File: config.mk
export PLATFORM = sky130hd
export DESIGN_NAME = deskew_collect
export DESIGN_NICKNAME = d
export VERILOG_FILES = /design/src/rtl/deskew_collect.sv
export SDC_FILE = /design/constraint.sdc
export NUM_CORES = 2
export LEC_CHECK = 0
export ABC_AREA = 0
export CAP_MARGIN = 25
export CORE_UTILIZATION = 61
export CTS_CLUSTER_SIZE = 16
export DETAILED_ROUTE_END_ITERATION = 8
export GPL_TIMING_DRIVEN = 0
export PLACE_DENSITY = 0.83
export SLEW_MARGIN = 20
export SYNTH_ARGS = -nofsm -noshare
export SYNTH_HDL_FRONTEND = slang
export SYNTH_SLANG_ARGS = --single-unit
File: constraint.sdc
create_clock -name clk -period 153.9 [get_ports clk]
set_input_delay 23.085 -clock clk [delete_from_list [all_inputs] [get_ports clk]]
set_output_delay 23.085 -clock clk [all_outputs]
set_load 0.005 [all_outputs]
File: src/rtl/deskew_collect.sv
// Removes the diagonal skew from systolic-array result rows and collects DIM
// aligned rows into a buffer that is drained in order over a valid/ready stream.
module deskew_lane #(
  parameter int W      = 24,
  parameter int STAGES = 1
) (
  input  logic         clk,
  input  logic         rst,
  input  logic         shift,
  input  logic [W-1:0] d,
  output logic [W-1:0] q
);
  logic [STAGES-1:0][W-1:0] sr;

  always_ff @(posedge clk or posedge rst) begin
    if (rst) sr <= '0;
    else if (shift) begin
      sr[0] <= d;
      for (int i = 1; i < STAGES; i++) sr[i] <= sr[i-1];
    end
  end

  assign q = sr[STAGES-1];
endmodule

module deskew_collect #(
  parameter int BITS_C = 24,
  parameter int DIM    = 8
) (
  input  logic                                clk,
  input  logic                                rst,
  input  logic                                en,
  input  logic                                clr,
  input  logic                                in_valid,
  input  logic signed [DIM-1:0][BITS_C-1:0]   din,
  output logic                                out_valid,
  input  logic                                out_ready,
  output logic signed [DIM-1:0][BITS_C-1:0]   out_data,
  output logic [$clog2(DIM)-1:0]              out_idx,
  output logic                                full,
  output logic                                overflow
);
  localparam int PW = $clog2(DIM);
  localparam logic [PW-1:0] LAST = PW'(DIM-1);

  typedef enum logic {COLLECT, DRAIN} state_t;
  state_t state, state_nxt;

  logic [DIM-2:0]                       vld_pipe;
  logic [DIM-1:0][BITS_C-1:0]           row;
  logic [DIM-1:0][DIM-1:0][BITS_C-1:0]  row_buf;
  logic [PW-1:0]                        wr_ptr, rd_ptr;
  logic                                 aligned, wr_row, drop_row, hs, shift;

  // clr freezes the delay lines so their data is left untouched
  assign shift = en && !clr;

  for (genvar j = 0; j < DIM-1; j++) begin : g_lane
    deskew_lane #(.W(BITS_C), .STAGES(DIM-1-j)) u_lane (
      .clk   (clk),
      .rst   (rst),
      .shift (shift),
      .d     (din[j]),
      .q     (row[j])
    );
  end
  assign row[DIM-1] = din[DIM-1];

  always_ff @(posedge clk or posedge rst) begin
    if (rst)      vld_pipe <= '0;
    else if (clr) vld_pipe <= '0;
    else if (en) begin
      vld_pipe[0] <= in_valid;
      for (int i = 1; i < DIM-1; i++) vld_pipe[i] <= vld_pipe[i-1];
    end
  end

  assign aligned = en && vld_pipe[DIM-2];

  always_ff @(posedge clk or posedge rst) begin
    if (rst) state <= COLLECT;
    else     state <= state_nxt;
  end

  always_comb begin
    state_nxt = state;
    if (clr) state_nxt = COLLECT;
    else begin
      case (state)
        COLLECT: if (aligned && wr_ptr == LAST)   state_nxt = DRAIN;
        DRAIN:   if (out_ready && rd_ptr == LAST) state_nxt = COLLECT;
        default: state_nxt = COLLECT;
      endcase
    end
  end

  always_comb begin
    out_valid = (state == DRAIN);
    full      = (state == DRAIN);
    wr_row    = aligned && (state == COLLECT);
    drop_row  = aligned && (state == DRAIN);
    hs        = (state == DRAIN) && out_ready;
    out_data  = row_buf[rd_ptr];
    out_idx   = rd_ptr;
  end

  always_ff @(posedge clk or posedge rst) begin
    if (rst) begin
      wr_ptr   <= '0;
      rd_ptr   <= '0;
      overflow <= 1'b0;
    end else if (clr) begin
      wr_ptr   <= '0;
      rd_ptr   <= '0;
      overflow <= 1'b0;
    end else begin
      if (wr_row)   wr_ptr   <= (wr_ptr == LAST) ? '0 : wr_ptr + 1'b1;
      if (hs)       rd_ptr   <= (rd_ptr == LAST) ? '0 : rd_ptr + 1'b1;
      if (drop_row) overflow <= 1'b1;
    end
  end

  always_ff @(posedge clk or posedge rst) begin
    if (rst)                  row_buf         <= '0;
    else if (wr_row && !clr)  row_buf[wr_ptr] <= row;
  end
endmodule

=== After elaboration in Yosys (flattened, before gate mapping) ===
Cells that the tools add are included.

* Word-level logic and storage cells: 138
* Output and inout port bits: 198
* Register bits after elaboration: 2,223
* Input port bits: 198

* Magnitude comparators: 3
* Reductions and logical operators: 14
* Add/sub/neg operators: 2
* Mux-type cells: 19
* Equal/unequal tests: 2
* Bitwise logic cells: 1

{| class="wikitable"
|+ Operators by type and width
! operator !! count
|-
| 1536-bit bitwise mux || 1
|-
| 192-bit binary-select mux with 3-bit select || 1
|-
| 192-bit demux with 3-bit select || 1
|-
| 192-bit 2-to-1 mux || 2
|-
| 3-bit 2-to-1 mux || 6
|-
| 7-bit 2-to-1 mux || 2
|-
| 1-bit logical AND || 9
|-
| 3-bit by 4-bit < comparator with 1-bit output (second input constant) || 2
|-
| 2-bit nonzero test || 4
|-
| 3-bit by 1-bit adder with 3-bit output (second input constant) || 2
|-
| 3-bit == test (second input constant) || 2
|-
| 1-bit 2-to-1 mux || 5
|-
| 3-bit by 1-bit >= comparator with 1-bit output (second input constant) || 1
|-
| 1-bit one-hot mux with 2 select lines || 1
|-
| 1-bit zero test || 1
|-
| 1-bit NOT || 1
|}

=== Longest topological paths before layout ===
* Depth in word-level cells: 5
* Mapped depth: 7
* Mapped depth without buffers: 5

=== Hierarchy ===
A second synthesis with hierarchy kept.

* Cells, all modules: 5,570
* Area, all modules: 97,021.8 um2

{| class="wikitable"
|+ By module, submodules not included
! module !! area an instance (um2) !! times used !! sequential area each (um2) !! cells an instance
|-
| deskew_collect || 69,532.9 || 1 || 38,812.2 || 4,000
|-
| deskew_lane (g_lane[0].u_lane) || 6,847.8 || 1 || 4,204.0 || 380
|-
| deskew_lane (g_lane[1].u_lane) || 5,764.3 || 1 || 3,603.5 || 329
|-
| deskew_lane (g_lane[2].u_lane) || 4,672.0 || 1 || 3,002.9 || 278
|-
| deskew_lane (g_lane[3].u_lane) || 3,948.8 || 1 || 2,402.3 || 228
|-
| deskew_lane (g_lane[4].u_lane) || 3,210.6 || 1 || 1,801.7 || 177
|-
| deskew_lane (g_lane[5].u_lane) || 2,044.5 || 1 || 1,201.2 || 126
|-
| deskew_lane (g_lane[6].u_lane) || 1,001.0 || 1 || 600.6 || 52
|}

=== Least setup slack after synthesis ===
Ideal clock, no wire load.

* Kind: register -> output
* From: register rd_ptr[2] (netlist: out_idx[2])
* To: output port out_data[150] (netlist name)
* Path buffers: 4
* Arrival: 1,967 ps
* Setup slack: 128,848 ps
* Stages on the path, launching flop included: 7
* Required time: 130,815 ps
* Path through: dfrtp_1 -> buf_2 -> buf_2 -> clkbuf_1 -> clkbuf_1 -> mux4_2 -> mux2_2

{| class="wikitable"
|+ RTL lines
! element !! RTL line !! source
|-
| from (decl) || 52 || <nowiki>logic [PW-1:0] wr_ptr, rd_ptr;</nowiki>
|-
| from (signal assigned) || 118 || <nowiki>if (hs) rd_ptr <= (rd_ptr == LAST) ? '0 : rd_ptr + 1'b1;</nowiki>
|-
| to (decl) || 38 || <nowiki>output logic signed [DIM-1:0][BITS_C-1:0] out_data,</nowiki>
|}

==> impl_metrics.yaml <==
clocking:
  cts_tree: "built"
  cts.sinks: 2223
  htreeDepth: 4
  cts_hold_buf: 0
  cts_max_path_buffers: 3
  cts_resized: 0
  cts_root_buffer: "clkbuf_16"
  cts_made_buffers: 216
  post-cts-setup-buffer-count: 0
  clkSlewWorstSetupHoldPaths_ns: 0.06
  insertion_delay_ns: 0.85
setup_path:
  crit_path_start: "out_idx[0]$_DFFE_PP0P_"
  r2r_start: "full$_DFF_PP0_"
  crit_fanout: 10
  end_kind: "output port"
  worstSetupPathType: "reg2out"
  worstPathArrival_ns: 4.92
  required_ns: 130.82
  setup.worst_path.start_class: "flop"
timing:
  skew_ns: 0.0319
  slew_headroom_pct: 27.6
  hold_violations: 0
  holdWs_ns: 0.477
  post-route-period-util_pct: 18.2
  setup_violations: 0
  worstMarginPinSlew_ns: 1.09
  grt_setup_unrepaired: "no"
  period_needed_ns: 28.01
  slew_violations: 0
  finalWorstSetupSlack_ns: 125.89
  final.setup.tns_ns: 0
  max_freq_ghz: 0.0357
logic_synthesis:
  avgSynthCellArea_um2: 17.4
  synth-edff-count: 0
  synth_xor_area_share_pct: 0
  synth-main-ff-cell: "dfrtp_1"
  synth-simple-area-share_pct: 0.234
  synth-seq-cells: 2223
  yosysUniqueCellTypes: 27
  synth_compound_area_share_pct: 0.0438
  synth_top_family_by_area: "multiplexers"
  syn_inst: 5419
  synth-async-reset-ratio_pct: 100
  synth_mux_area_share_pct: 38.7
  yosys_warnings: 0
  yosys.area_share.adder_pct: 0.0531
  syn_nets: 5621
  ys_seq_area_share_pct: 59.0
  syn-cell-area_mm2: 0.0943
grt:
  grt_pass1_vias: 55411
  grt_usage_pct: 28.5
  antenna_found_initial: 16
  grt_first_pass_wirelength_mm: 338
  grt_max_degree: 116
  grt.overflow.total: 0
detailed_routing:
  routedWlPerCell_um: 26.2
  first_iter_violations: 3054
  ant_nets: 0
  vias_per_cell: 6.10
  wl_mm: 217
  dr.pass1.iters: 6
  vias: 50508
  drc: 0
power_and_ir_drop:
  p_leak_nw: 52.0
  design_power_total_w: 0.00135
  power.density_mw_per_mm2: 12.4
  ir_worst_vdd_mv: 0.0121
die:
  die_area_mm2: 0.156
  core_mm2: 0.153
  start_util_pct: 61.8
  die_w_um: 395
  die_h_um: 395
  rows: 143
  ios: 396
finish:
  final_nets: 6266
  syn2layout_area_growth_pct: 15.8
  final_cell_mix: "dfrtp_1 (2223), mux2_2 (2220), clkdlybuf4s50_1 (394)"
  fillers: 9353
  multiInputGateArea_mm2: 0.0368
  fin_util_pct: 71.5
  seqCellArea_mm2: 0.0556
  final_common_cell: "dfrtp_1"
  layout-drive-gt1-share_pct: 54.7
run:
  max_cap_violations: 0
placed_design:
  dp_hpwl_mm: 143
  gp_congestion: 0.793
  dp_slack_ns: 126.80
  io_buffers: 394
status:
  status: "finished clean"
min_path:
  min_from: "g_lane[3].u_lane.sr[48]$_DFFE_PP0P_"
  hold_class: "reg2reg"
==> final timing paths <==
| check | endpoint | slack (ns) | cells after the start |
|---|---|---|---|
| max in group asynchronous | row_buf[129]$_DFFE_PP0P_ | 128.24 | 7 |
| max | out_data[70] | 125.89 | 7 |
| min reg2reg | g_lane[3].u_lane.q[0]$_DFFE_PP0P_ | 0.48 | 1 |
| min | g_lane[3].u_lane.q[0]$_DFFE_PP0P_ | 0.48 | 1 |
| max reg2reg | row_buf[1135]$_DFFE_PP0P_ | 150.76 | 6 |
| min in group asynchronous | g_lane[1].u_lane.sr[42]$_DFFE_PP0P_ | 22.76 | 2 |
==> layer usage <==
metal / global-route usage, % / share of wire [%]
met5: 0 / 0.055
met3: 6.43 / 6.4
met1: 39.1 / 42
met2: 45.6 / 49
met4: 9.33 / 3.3
==> cells in the mapped netlist, drive strengths merged (2+ instances only) <==
cell type	number	area, um2
mux2	2400	27700
dfrtp	2223	55600
mux4	384	8650
buf	245	1460
clkbuf	111	417
nor2	13	48.8
mux2i	9	90.1
nand2	6	22.5
a21oi	4	20.0
ha	4	50.1
nand3	4	20.0
a31oi	2	12.5
and4b	2	20.0
nand3b	2	15.0
or4b	2	27.5
==> kinds of logic (layout without fill, tap and decap cells) <==
logic type	Yosys count	count (layout)
compound gates	7	7
other cells	0	3
simple gates	35	35
mux	2793	2793
buf+inv	357	1187
flops	2223	2223
fa+ha+maj	4	4
==> metrics by stage <==
stage	cells	area, um2
after global routing	8279	109000
after detailed placement	7870	101000
after floorplan	5419	94300
final	8282	109000
after CTS	8273	109000
after global placement	7843	101000
==> report_power, final <==
group	switching (W)	leakage (nW)	internal [W]	total, W
combinational	0.0000321	18.6	0.0000522	0.0000843
sequential	0.0000660	29.7	0.000640	0.000706
clock	0.000228	3.77	0.000333	0.000561
==> flip-flops by register name (all words and copies together), names as in the netlist <==
| signal | cells |
|---|---|
| row_buf | 1536 |
| g_lane.u_lane.sr | 504 |
| g_lane.u_lane.q | 168 |
| vld_pipe | 7 |
| out_idx | 3 |
| wr_ptr | 3 |
| full | 1 |
| overflow | 1 |
==> layout make-up <==
type,count,area share [%]
antenna,3,0.00688
buffer,356,1.73
clock buffer,317,5.83
clock inverter,86,1.17
inverter,1,0.0103
multi-input combinational,2839,33.7
sequential,2223,51.0
tap,2030,2.33
timing repair buffer,427,4.29
==> worst max-delay path, stage by stage (launching register included) <==
cell and delay, ns:
dfrtp_1 0.40, buf_2 0.31, buf_2 0.44, clkbuf_1 0.82, buf_1 0.86, mux4_2 0.43
mux2_2 0.33, clkdlybuf4s50_1 0.47
Power figures use the tool's default switching activity.
